### src/rtl/axi_read_router_if.sv
// rtl/axi_read_router_if.sv - AXI read channel bundle (AR + R) with master/slave views
interface axi_read_router_if #(
    parameter int ID_W = 4
) ();
    logic [ID_W-1:0] arid;
    logic [31:0]     araddr;
    logic [3:0]      arlen;
    logic [2:0]      arsize;
    logic [1:0]      arburst;
    logic            arvalid;
    logic            arready;
    logic [ID_W-1:0] rid;
    logic [31:0]     rdata;
    logic [1:0]      rresp;
    logic            rlast;
    logic            rvalid;
    logic            rready;

    modport master (
        output arid, araddr, arlen, arsize, arburst, arvalid, rready,
        input  arready, rid, rdata, rresp, rlast, rvalid
    );

    modport slave (
        input  arid, araddr, arlen, arsize, arburst, arvalid, rready,
        output arready, rid, rdata, rresp, rlast, rvalid
    );
endinterface

### src/rtl/axi_read_router.sv
// rtl/axi_read_router.sv - 2-master x 3-slave AXI read crossbar, one burst in flight, DECERR default slave
module axi_read_router (
    input  logic              clk,
    input  logic              rst,
    axi_read_router_if.slave  m0_if,
    axi_read_router_if.slave  m1_if,
    axi_read_router_if.master s0_if,
    axi_read_router_if.master s1_if,
    axi_read_router_if.master s2_if
);
    localparam logic [31:0] ROM_BASE    = 32'h0000_0000;
    localparam logic [31:0] IM_BASE     = 32'h0001_0000;
    localparam logic [31:0] DM_BASE     = 32'h0002_0000;
    localparam logic [1:0]  RESP_DECERR = 2'b11;
    localparam logic [1:0]  SEL_NONE    = 2'd3;

    typedef enum logic [1:0] {IDLE, ADDR, DATA, DEFAULT} state_t;

    state_t      state_q, state_d;
    logic        grant_q, grant_d, pref_q, pref_d;
    logic [3:0]  id_q, id_d, len_q, len_d, cnt_q, cnt_d;
    logic [31:0] addr_q, addr_d;
    logic [2:0]  size_q, size_d;
    logic [1:0]  burst_q, burst_d, sel_q, sel_d;

    logic [1:0]       m_arvalid, m_rready, m_arready, m_rvalid, m_rlast;
    logic [1:0][3:0]  m_arid, m_arlen, m_rid;
    logic [1:0][31:0] m_araddr, m_rdata;
    logic [1:0][2:0]  m_arsize;
    logic [1:0][1:0]  m_arburst, m_rresp;

    // Slave arrays carry a fourth all-zero entry so SEL_NONE indexes safely.
    logic [3:0]       s_arready, s_rvalid, s_rlast, s_arvalid, s_rready;
    logic [3:0][7:0]  s_rid;
    logic [3:0][31:0] s_rdata;
    logic [3:0][1:0]  s_rresp;

    logic       pick, req_any;
    logic [7:0] ar_id_out;

    assign m_arvalid = {m1_if.arvalid, m0_if.arvalid};
    assign m_rready  = {m1_if.rready,  m0_if.rready};
    assign m_arid    = {m1_if.arid,    m0_if.arid};
    assign m_arlen   = {m1_if.arlen,   m0_if.arlen};
    assign m_araddr  = {m1_if.araddr,  m0_if.araddr};
    assign m_arsize  = {m1_if.arsize,  m0_if.arsize};
    assign m_arburst = {m1_if.arburst, m0_if.arburst};

    assign s_arready = {1'b0,  s2_if.arready, s1_if.arready, s0_if.arready};
    assign s_rvalid  = {1'b0,  s2_if.rvalid,  s1_if.rvalid,  s0_if.rvalid};
    assign s_rlast   = {1'b0,  s2_if.rlast,   s1_if.rlast,   s0_if.rlast};
    assign s_rid     = {8'h0,  s2_if.rid,     s1_if.rid,     s0_if.rid};
    assign s_rdata   = {32'h0, s2_if.rdata,   s1_if.rdata,   s0_if.rdata};
    assign s_rresp   = {2'b0,  s2_if.rresp,   s1_if.rresp,   s0_if.rresp};

    function automatic logic [1:0] decode(input logic [31:0] a);
        if (a[31:14] == ROM_BASE[31:14])     return 2'd0;
        else if (a[31:16] == IM_BASE[31:16]) return 2'd1;
        else if (a[31:16] == DM_BASE[31:16]) return 2'd2;
        else                                 return SEL_NONE;
    endfunction

    // pref_q names the tie winner; it flips away from whoever was just granted.
    assign req_any = |m_arvalid;
    assign pick    = (&m_arvalid) ? pref_q : m_arvalid[1];

    always_ff @(posedge clk or posedge rst) begin
        if (rst) begin
            state_q <= IDLE;
            grant_q <= 1'b0;
            pref_q  <= 1'b0;
            id_q    <= '0;
            len_q   <= '0;
            cnt_q   <= '0;
            addr_q  <= '0;
            size_q  <= '0;
            burst_q <= '0;
            sel_q   <= '0;
        end else begin
            state_q <= state_d;
            grant_q <= grant_d;
            pref_q  <= pref_d;
            id_q    <= id_d;
            len_q   <= len_d;
            cnt_q   <= cnt_d;
            addr_q  <= addr_d;
            size_q  <= size_d;
            burst_q <= burst_d;
            sel_q   <= sel_d;
        end
    end

    always_comb begin
        state_d = state_q;
        grant_d = grant_q;
        pref_d  = pref_q;
        id_d    = id_q;
        len_d   = len_q;
        cnt_d   = cnt_q;
        addr_d  = addr_q;
        size_d  = size_q;
        burst_d = burst_q;
        sel_d   = sel_q;
        case (state_q)
            IDLE: begin
                if (req_any) begin
                    grant_d = pick;
                    pref_d  = ~pick;
                    id_d    = m_arid[pick];
                    len_d   = m_arlen[pick];
                    addr_d  = m_araddr[pick];
                    size_d  = m_arsize[pick];
                    burst_d = m_arburst[pick];
                    sel_d   = decode(m_araddr[pick]);
                    cnt_d   = '0;
                    state_d = (sel_d == SEL_NONE) ? DEFAULT : ADDR;
                end
            end
            ADDR: if (s_arready[sel_q]) state_d = DATA;
            DATA: if (s_rvalid[sel_q] && m_rready[grant_q] && s_rlast[sel_q]) state_d = IDLE;
            DEFAULT: begin
                if (m_rready[grant_q]) begin
                    if (cnt_q == len_q) state_d = IDLE;
                    else                cnt_d   = cnt_q + 4'd1;
                end
            end
            default: state_d = IDLE;
        endcase
    end

    always_comb begin
        m_arready = '0;
        m_rvalid  = '0;
        m_rlast   = '0;
        m_rid     = '0;
        m_rdata   = '0;
        m_rresp   = '0;
        s_arvalid = '0;
        s_rready  = '0;
        case (state_q)
            IDLE:    m_arready[pick] = req_any;
            ADDR:    s_arvalid[sel_q] = 1'b1;
            DATA: begin
                m_rvalid[grant_q] = s_rvalid[sel_q];
                m_rlast[grant_q]  = s_rlast[sel_q];
                m_rdata[grant_q]  = s_rdata[sel_q];
                m_rresp[grant_q]  = s_rresp[sel_q];
                m_rid[grant_q]    = s_rid[sel_q][3:0];
                s_rready[sel_q]   = m_rready[grant_q];
            end
            DEFAULT: begin
                m_rvalid[grant_q] = 1'b1;
                m_rlast[grant_q]  = (cnt_q == len_q);
                m_rresp[grant_q]  = RESP_DECERR;
                m_rid[grant_q]    = id_q;
            end
            default: ;
        endcase
    end

    assign ar_id_out = {3'b000, grant_q, id_q};

    assign m0_if.arready = m_arready[0];
    assign m0_if.rvalid  = m_rvalid[0];
    assign m0_if.rlast   = m_rlast[0];
    assign m0_if.rid     = m_rid[0];
    assign m0_if.rdata   = m_rdata[0];
    assign m0_if.rresp   = m_rresp[0];
    assign m1_if.arready = m_arready[1];
    assign m1_if.rvalid  = m_rvalid[1];
    assign m1_if.rlast   = m_rlast[1];
    assign m1_if.rid     = m_rid[1];
    assign m1_if.rdata   = m_rdata[1];
    assign m1_if.rresp   = m_rresp[1];

    // AR payload reaches only the slave currently being addressed.
    assign s0_if.arvalid = s_arvalid[0];
    assign s0_if.rready  = s_rready[0];
    assign s0_if.arid    = s_arvalid[0] ? ar_id_out : '0;
    assign s0_if.araddr  = s_arvalid[0] ? addr_q    : '0;
    assign s0_if.arlen   = s_arvalid[0] ? len_q     : '0;
    assign s0_if.arsize  = s_arvalid[0] ? size_q    : '0;
    assign s0_if.arburst = s_arvalid[0] ? burst_q   : '0;
    assign s1_if.arvalid = s_arvalid[1];
    assign s1_if.rready  = s_rready[1];
    assign s1_if.arid    = s_arvalid[1] ? ar_id_out : '0;
    assign s1_if.araddr  = s_arvalid[1] ? addr_q    : '0;
    assign s1_if.arlen   = s_arvalid[1] ? len_q     : '0;
    assign s1_if.arsize  = s_arvalid[1] ? size_q    : '0;
    assign s1_if.arburst = s_arvalid[1] ? burst_q   : '0;
    assign s2_if.arvalid = s_arvalid[2];
    assign s2_if.rready  = s_rready[2];
    assign s2_if.arid    = s_arvalid[2] ? ar_id_out : '0;
    assign s2_if.araddr  = s_arvalid[2] ? addr_q    : '0;
    assign s2_if.arlen   = s_arvalid[2] ? len_q     : '0;
    assign s2_if.arsize  = s_arvalid[2] ? size_q    : '0;
    assign s2_if.arburst = s_arvalid[2] ? burst_q   : '0;

    logic unused_ok;
    assign unused_ok = &{1'b0, s_arvalid[3], s_rready[3], s_rid[0][7:4], s_rid[1][7:4],
                         s_rid[2][7:4], s_rid[3][7:4]};
endmodule

### src/flat_wrapper.sv
// flat-port wrapper written by rule: the top's interface ports become plain ports
module axi_read_router_flat 
  (clk, rst, m0_if_arid, m0_if_araddr, m0_if_arlen, m0_if_arsize, m0_if_arburst, m0_if_arvalid, m0_if_rready, m0_if_arready, m0_if_rid, m0_if_rdata, m0_if_rresp, m0_if_rlast, m0_if_rvalid, m1_if_arid, m1_if_araddr, m1_if_arlen, m1_if_arsize, m1_if_arburst, m1_if_arvalid, m1_if_rready, m1_if_arready, m1_if_rid, m1_if_rdata, m1_if_rresp, m1_if_rlast, m1_if_rvalid, s0_if_arid, s0_if_araddr, s0_if_arlen, s0_if_arsize, s0_if_arburst, s0_if_arvalid, s0_if_rready, s0_if_arready, s0_if_rid, s0_if_rdata, s0_if_rresp, s0_if_rlast, s0_if_rvalid, s1_if_arid, s1_if_araddr, s1_if_arlen, s1_if_arsize, s1_if_arburst, s1_if_arvalid, s1_if_rready, s1_if_arready, s1_if_rid, s1_if_rdata, s1_if_rresp, s1_if_rlast, s1_if_rvalid, s2_if_arid, s2_if_araddr, s2_if_arlen, s2_if_arsize, s2_if_arburst, s2_if_arvalid, s2_if_rready, s2_if_arready, s2_if_rid, s2_if_rdata, s2_if_rresp, s2_if_rlast, s2_if_rvalid);
  axi_read_router_if #(.ID_W(4)) m0_if_i ();
  axi_read_router_if #(.ID_W(4)) m1_if_i ();
  axi_read_router_if #(.ID_W(8)) s0_if_i ();
  axi_read_router_if #(.ID_W(8)) s1_if_i ();
  axi_read_router_if #(.ID_W(8)) s2_if_i ();
  input  logic clk;
  input  logic rst;
  input wire logic [$bits(m0_if_i.arid)-1:0] m0_if_arid;
  input wire logic [$bits(m0_if_i.araddr)-1:0] m0_if_araddr;
  input wire logic [$bits(m0_if_i.arlen)-1:0] m0_if_arlen;
  input wire logic [$bits(m0_if_i.arsize)-1:0] m0_if_arsize;
  input wire logic [$bits(m0_if_i.arburst)-1:0] m0_if_arburst;
  input wire logic [$bits(m0_if_i.arvalid)-1:0] m0_if_arvalid;
  input wire logic [$bits(m0_if_i.rready)-1:0] m0_if_rready;
  output wire logic [$bits(m0_if_i.arready)-1:0] m0_if_arready;
  output wire logic [$bits(m0_if_i.rid)-1:0] m0_if_rid;
  output wire logic [$bits(m0_if_i.rdata)-1:0] m0_if_rdata;
  output wire logic [$bits(m0_if_i.rresp)-1:0] m0_if_rresp;
  output wire logic [$bits(m0_if_i.rlast)-1:0] m0_if_rlast;
  output wire logic [$bits(m0_if_i.rvalid)-1:0] m0_if_rvalid;
  input wire logic [$bits(m1_if_i.arid)-1:0] m1_if_arid;
  input wire logic [$bits(m1_if_i.araddr)-1:0] m1_if_araddr;
  input wire logic [$bits(m1_if_i.arlen)-1:0] m1_if_arlen;
  input wire logic [$bits(m1_if_i.arsize)-1:0] m1_if_arsize;
  input wire logic [$bits(m1_if_i.arburst)-1:0] m1_if_arburst;
  input wire logic [$bits(m1_if_i.arvalid)-1:0] m1_if_arvalid;
  input wire logic [$bits(m1_if_i.rready)-1:0] m1_if_rready;
  output wire logic [$bits(m1_if_i.arready)-1:0] m1_if_arready;
  output wire logic [$bits(m1_if_i.rid)-1:0] m1_if_rid;
  output wire logic [$bits(m1_if_i.rdata)-1:0] m1_if_rdata;
  output wire logic [$bits(m1_if_i.rresp)-1:0] m1_if_rresp;
  output wire logic [$bits(m1_if_i.rlast)-1:0] m1_if_rlast;
  output wire logic [$bits(m1_if_i.rvalid)-1:0] m1_if_rvalid;
  output wire logic [$bits(s0_if_i.arid)-1:0] s0_if_arid;
  output wire logic [$bits(s0_if_i.araddr)-1:0] s0_if_araddr;
  output wire logic [$bits(s0_if_i.arlen)-1:0] s0_if_arlen;
  output wire logic [$bits(s0_if_i.arsize)-1:0] s0_if_arsize;
  output wire logic [$bits(s0_if_i.arburst)-1:0] s0_if_arburst;
  output wire logic [$bits(s0_if_i.arvalid)-1:0] s0_if_arvalid;
  output wire logic [$bits(s0_if_i.rready)-1:0] s0_if_rready;
  input wire logic [$bits(s0_if_i.arready)-1:0] s0_if_arready;
  input wire logic [$bits(s0_if_i.rid)-1:0] s0_if_rid;
  input wire logic [$bits(s0_if_i.rdata)-1:0] s0_if_rdata;
  input wire logic [$bits(s0_if_i.rresp)-1:0] s0_if_rresp;
  input wire logic [$bits(s0_if_i.rlast)-1:0] s0_if_rlast;
  input wire logic [$bits(s0_if_i.rvalid)-1:0] s0_if_rvalid;
  output wire logic [$bits(s1_if_i.arid)-1:0] s1_if_arid;
  output wire logic [$bits(s1_if_i.araddr)-1:0] s1_if_araddr;
  output wire logic [$bits(s1_if_i.arlen)-1:0] s1_if_arlen;
  output wire logic [$bits(s1_if_i.arsize)-1:0] s1_if_arsize;
  output wire logic [$bits(s1_if_i.arburst)-1:0] s1_if_arburst;
  output wire logic [$bits(s1_if_i.arvalid)-1:0] s1_if_arvalid;
  output wire logic [$bits(s1_if_i.rready)-1:0] s1_if_rready;
  input wire logic [$bits(s1_if_i.arready)-1:0] s1_if_arready;
  input wire logic [$bits(s1_if_i.rid)-1:0] s1_if_rid;
  input wire logic [$bits(s1_if_i.rdata)-1:0] s1_if_rdata;
  input wire logic [$bits(s1_if_i.rresp)-1:0] s1_if_rresp;
  input wire logic [$bits(s1_if_i.rlast)-1:0] s1_if_rlast;
  input wire logic [$bits(s1_if_i.rvalid)-1:0] s1_if_rvalid;
  output wire logic [$bits(s2_if_i.arid)-1:0] s2_if_arid;
  output wire logic [$bits(s2_if_i.araddr)-1:0] s2_if_araddr;
  output wire logic [$bits(s2_if_i.arlen)-1:0] s2_if_arlen;
  output wire logic [$bits(s2_if_i.arsize)-1:0] s2_if_arsize;
  output wire logic [$bits(s2_if_i.arburst)-1:0] s2_if_arburst;
  output wire logic [$bits(s2_if_i.arvalid)-1:0] s2_if_arvalid;
  output wire logic [$bits(s2_if_i.rready)-1:0] s2_if_rready;
  input wire logic [$bits(s2_if_i.arready)-1:0] s2_if_arready;
  input wire logic [$bits(s2_if_i.rid)-1:0] s2_if_rid;
  input wire logic [$bits(s2_if_i.rdata)-1:0] s2_if_rdata;
  input wire logic [$bits(s2_if_i.rresp)-1:0] s2_if_rresp;
  input wire logic [$bits(s2_if_i.rlast)-1:0] s2_if_rlast;
  input wire logic [$bits(s2_if_i.rvalid)-1:0] s2_if_rvalid;
  assign m0_if_i.arid = m0_if_arid;
  assign m0_if_i.araddr = m0_if_araddr;
  assign m0_if_i.arlen = m0_if_arlen;
  assign m0_if_i.arsize = m0_if_arsize;
  assign m0_if_i.arburst = m0_if_arburst;
  assign m0_if_i.arvalid = m0_if_arvalid;
  assign m0_if_i.rready = m0_if_rready;
  assign m0_if_arready = m0_if_i.arready;
  assign m0_if_rid = m0_if_i.rid;
  assign m0_if_rdata = m0_if_i.rdata;
  assign m0_if_rresp = m0_if_i.rresp;
  assign m0_if_rlast = m0_if_i.rlast;
  assign m0_if_rvalid = m0_if_i.rvalid;
  assign m1_if_i.arid = m1_if_arid;
  assign m1_if_i.araddr = m1_if_araddr;
  assign m1_if_i.arlen = m1_if_arlen;
  assign m1_if_i.arsize = m1_if_arsize;
  assign m1_if_i.arburst = m1_if_arburst;
  assign m1_if_i.arvalid = m1_if_arvalid;
  assign m1_if_i.rready = m1_if_rready;
  assign m1_if_arready = m1_if_i.arready;
  assign m1_if_rid = m1_if_i.rid;
  assign m1_if_rdata = m1_if_i.rdata;
  assign m1_if_rresp = m1_if_i.rresp;
  assign m1_if_rlast = m1_if_i.rlast;
  assign m1_if_rvalid = m1_if_i.rvalid;
  assign s0_if_arid = s0_if_i.arid;
  assign s0_if_araddr = s0_if_i.araddr;
  assign s0_if_arlen = s0_if_i.arlen;
  assign s0_if_arsize = s0_if_i.arsize;
  assign s0_if_arburst = s0_if_i.arburst;
  assign s0_if_arvalid = s0_if_i.arvalid;
  assign s0_if_rready = s0_if_i.rready;
  assign s0_if_i.arready = s0_if_arready;
  assign s0_if_i.rid = s0_if_rid;
  assign s0_if_i.rdata = s0_if_rdata;
  assign s0_if_i.rresp = s0_if_rresp;
  assign s0_if_i.rlast = s0_if_rlast;
  assign s0_if_i.rvalid = s0_if_rvalid;
  assign s1_if_arid = s1_if_i.arid;
  assign s1_if_araddr = s1_if_i.araddr;
  assign s1_if_arlen = s1_if_i.arlen;
  assign s1_if_arsize = s1_if_i.arsize;
  assign s1_if_arburst = s1_if_i.arburst;
  assign s1_if_arvalid = s1_if_i.arvalid;
  assign s1_if_rready = s1_if_i.rready;
  assign s1_if_i.arready = s1_if_arready;
  assign s1_if_i.rid = s1_if_rid;
  assign s1_if_i.rdata = s1_if_rdata;
  assign s1_if_i.rresp = s1_if_rresp;
  assign s1_if_i.rlast = s1_if_rlast;
  assign s1_if_i.rvalid = s1_if_rvalid;
  assign s2_if_arid = s2_if_i.arid;
  assign s2_if_araddr = s2_if_i.araddr;
  assign s2_if_arlen = s2_if_i.arlen;
  assign s2_if_arsize = s2_if_i.arsize;
  assign s2_if_arburst = s2_if_i.arburst;
  assign s2_if_arvalid = s2_if_i.arvalid;
  assign s2_if_rready = s2_if_i.rready;
  assign s2_if_i.arready = s2_if_arready;
  assign s2_if_i.rid = s2_if_rid;
  assign s2_if_i.rdata = s2_if_rdata;
  assign s2_if_i.rresp = s2_if_rresp;
  assign s2_if_i.rlast = s2_if_rlast;
  assign s2_if_i.rvalid = s2_if_rvalid;
  axi_read_router u_core (.clk(clk), .rst(rst), .m0_if(m0_if_i), .m1_if(m1_if_i), .s0_if(s0_if_i), .s1_if(s1_if_i), .s2_if(s2_if_i));
endmodule
### config.mk
export PLATFORM = sky130hd
export DESIGN_NAME = axi_read_router_flat
export DESIGN_NICKNAME = d
export VERILOG_FILES = /design/src/rtl/axi_read_router_if.sv /design/src/rtl/axi_read_router.sv /design/src/flat_wrapper.sv
export SDC_FILE = /design/constraint.sdc
export NUM_CORES = 1
export LEC_CHECK = 0
export BUFFER_PORTS_ARGS = -buffer_cell sky130_fd_sc_hd__buf_2
export CAP_MARGIN = 10
export CORE_AREA = 2 2 180 182
export DETAILED_ROUTE_END_ITERATION = 8
export DIE_AREA = 0 0 182 184
export SLEW_MARGIN = 20
export SYNTH_ARGS = -nofsm -noshare
export SYNTH_HDL_FRONTEND = slang
export SYNTH_SLANG_ARGS = --single-unit
export TNS_END_PERCENT = 30
### constraint.sdc
create_clock -name clk -period 3.5 [get_ports clk]
set_input_delay 0.175 -clock clk [delete_from_list [all_inputs] [get_ports clk]]
set_output_delay 0.175 -clock clk [all_outputs]
set_load 0.02 [all_outputs]
==> metrics.md <==
| Metric | Value |
|---|---|
| Status | `finished clean` |
| Final period util | `78.5%` |
| Fin util | `24.6%` |
| # fillers | `3478` |
| CP max stage delay | `640 ps` |
| Yosys top cell area share | `27.7%` |
| Clk pwr share | `18.5%` |
| Clock Tree Buf Depth | `2` |
| Overflow after GRT | `0` |
| Max-Cap Viols | `0` |
| Storage element area | `1380 um2` |
| RePlAce Congestion | `0.772` |
| Vias in the first global route | `5817` |
| Share of layout cells above drive strength 1 | `44.6%` |
| Internal power | `1.80 mW` |
| Clk_lat worst skew | `310 ps` |
| Most frequent cell after synthesis | `and2_1` |
| Pre-Repair DR Iteration Count | `6` |
| Via density | `4.19` |
| Vias | `6211` |
| Setup clock skew after layout | `10.9 ps` |
| Synthesized cell area | `4970 um2` |
| Slew Viols, Final | `0` |
| Slowest cell on crit path | `dfrtp_1` |
| Cells along the critical path | `nand2b_1, nand2b_1, buf_4, nor2_1, buf_2` |
| Top_reg_cell synth | `dfrtp_1` |
| Drt first-iter violations | `310` |
| Post-CTS Setup Repair Bufs | `0` |
| IO Count | `466` |
| R2R setup slack | `1290 ps` |
| Yosys cell types | `37` |
| Startpoint types | `register` |
| # nets final | `1310` |
| Setup WS post-layout | `753 ps` |
| Die extent in x | `182 um` |
| Die Y | `184 um` |
| Drt wl/cell | `16.1 um` |
| Mapped Cells | `670` |
| Sequential power share | `39.9%` |
| FP Rows | `65` |
| Initial Utilization | `15.8%` |
| Asr flop ratio synth | `100%` |
| Crit-path most repeated cell | `nand2b_1` |
| Number of flops mapped to enable cells by yosys | `0` |
| DRC errors left | `0` |
| Hold crit path type | `in2async` |
| Arrival @ worst endpoint | `2570 ps` |
| Reg2reg end | `u_core.cnt_q[3]$_DFFE_PP0P_` |
| Switching Share | `45.6%` |
| Kind of critical path | `reg2out` |
| Sw power | `1.51 mW` |
| Total CTS buffers | `5` |
| Routed wire length | `24000 um` |
| Tightest Pin Transition | `961 ps` |
| Peak supply drop | `0.000226 V` |
| Worst reg2reg startpoint | `u_core.state_q[0]$_DFFE_PP0P_` |
| Die ar. | `33500 um2` |
| Core box area | `31400 um2` |
| Pre-CTS WS | `1030 ps` |
| Final Total Pwr | `3.30 mW` |
| Multi-input logic area | `3260 um2` |
| Setup violation total in the final timing report | `0` |
| Post-DP HPWL | `19500 um` |
| RSZ-0062 raised after global routing | `no` |
| Fmax | `364 MHz` |
| TritonCTS clock tree | `done` |
| Slew headroom | `35.8%` |
| Logic pwr share | `41.7%` |
| Hold Fails Final Rpt | `0` |
| Most instantiated cells after synthesis | `and2_1 (139), nor2_1 (131), mux2i_1 (73)` |
| CP endpoint kind | `output pin` |
| Hold Buf Count CTS | `0` |
| Routed Antenna Nets | `0` |
| First-pass GRT wire length | `34000 um` |
| Gates resized, CTS repair | `0` |
| CP Max Fanout | `20` |
| Root buffer cell | `clkbuf_16` |
| Power Dens Cells | `428 nW/um2` |
| Post-synth top area cell | `dfrtp_1` |
| H-tree lvl count | `2` |
| Family with the most delay on the worst path | `simple AND/OR/NAND/NOR gates` |
| Fin crit period | `2750 ps` |
| Largest cells by area after synthesis | `dfrtp_1 (28%), and2_1 (18%), mux2i_1 (15%)` |
| Data required, critical path | `3320 ps` |
| Clock Pin Slew Worst Setup and Hold Paths | `80 ps` |
| Initial antenna violation count | `6` |
| Path depth of the worst reg2reg path | `4` |
| Leak | `4.61 nW` |
| Buf/Inv on CP | `2` |
| GRT Util Overall | `13.3%` |
| Clk sinks | `55` |
| IO Port Bufs | `444` |
| Syn_area_per_cell | `7.41 um2` |
| Setup_tns | `0 ps` |
| #FFs+latches synth | `55` |
| Yosys warns | `0` |
| Area Growth Syn to Fin | `55.6%` |
| Register area share after synthesis | `27.7%` |
| Largest net degree at the start of global routing | `51` |
[how the worst max path moves through the flow]
stage | startpoint | endpoint | slack, ps | cells past startpoint
2_1_floorplan | u_core.sel_q[1]$_DFFE_PP0P_ | m0_if_rdata[12] | 1770 | 6
5_1_grt | u_core.state_q[1]$_DFFE_PP0P_ | m0_if_rdata[20] | 500 | 5
6_report | u_core.state_q[1]$_DFFE_PP0P_ | m0_if_rdata[20] | 750 | 5
3_5_place_dp | u_core.state_q[0]$_DFFE_PP0P_ | s1_if_araddr[21] | 1030 | 4
4_1_cts | u_core.state_q[0]$_DFFE_PP0P_ | s1_if_araddr[21] | 670 | 4
3_3_place_gp | u_core.state_q[0]$_DFFE_PP0P_ | s1_if_araddr[21] | 1080 | 4
[cell type report]
class / instances / area share (%)
clock inverters: 2 / 0.534
diodes: 4 / 0.130
flip-flops and latches: 55 / 17.8
repair buffers: 458 / 30.1
clock buffers: 5 / 1.62
multi-input cells: 537 / 42.2
well taps: 402 / 6.51
inverters: 21 / 1.02
[routing by layer]
layer	global-route usage, %	part of all wire (%)	routed length [um]	vias to the layer above
li1	-	-	-	3045
met1	16.9	43	10200	2830
met2	23.3	49	11700	304
met3	2.79	7.2	1720	28
met4	2.48	1.2	276	4
met5	0	0.11	27	-
[logic make-up (layout without fill, tap and decap cells)]
| logic type | after synthesis | in the layout | synth area share [%] |
|---|---|---|---|
| AO/OA/AOI/OAI | 112 | 112 | 14.3 |
| XOR/XNOR | 4 | 4 | 0.705 |
| adder cells (fa/ha/maj) | 1 | 1 | 0.252 |
| buffers and inverters | 86 | 486 | 8.14 |
| flip-flops | 55 | 55 | 27.7 |
| multiplexers | 75 | 75 | 15.2 |
| other | 1 | 13 | 0.0755 |
| AND/OR/NAND/NOR | 336 | 336 | 33.6 |
[flip-flops by register name (all words and copies together) (netlist names)]
signal / cells
u_core.addr_q: 32
u_core.cnt_q: 4
u_core.id_q: 4
u_core.len_q: 4
u_core.size_q: 3
u_core.burst_q: 2
u_core.sel_q: 2
u_core.state_q: 2
u_core.grant_q: 1
u_core.pref_q: 1
[cell usage in the layout, fill, tap and decap left out, types with 2 or more instances in the layout]
master     count
buf_2        444
o31ai_1        3
dfrtp_2        2
diode_2        4
nor3_2         3
nor2_1       129
nand4_1        2
mux2i_1       73
o2bb2ai_1      2
a21o_1         2
a211oi_1       2
a21oi_1       38
nor2_4         2
inv_1         20
conb_1         9
nand2b_1       5
mux2_2         2
xnor2_1        4
nand3_1        5
o21ai_0       36
clkbuf_16      5
nor4_1         6
o211ai_1       6
buf_4         14
dfrtp_1       53
a222oi_1      17
and2_1       139
nand2_1       40
[through the flow]
| step | hold WS, ps | std cells | cell area [um2] |
|---|---|---|---|
| 3_5_place_dp | 392 | 1473 | 7550 |
| 3_3_place_gp | 378 | 1473 | 7550 |
| 6_report | 3.39 | 1484 | 7720 |
| 4_1_cts | 42.6 | 1480 | 7710 |
| 2_1_floorplan | 296 | 678 | 5000 |
| 5_1_grt | 68.5 | 1482 | 7720 |
[power by group through the flow]
stage               registers (mW)  clock network (mW)  logic, mW
floorplan                     1.11                   0       1.01
global placement              1.32                   0       1.37
detailed placement            1.34                   0       1.41
CTS                           1.33               0.641       1.40
global route                  1.38               0.668       1.55
finish                        1.32               0.610       1.38
No activity file was read; power rests on OpenSTA's default activity.
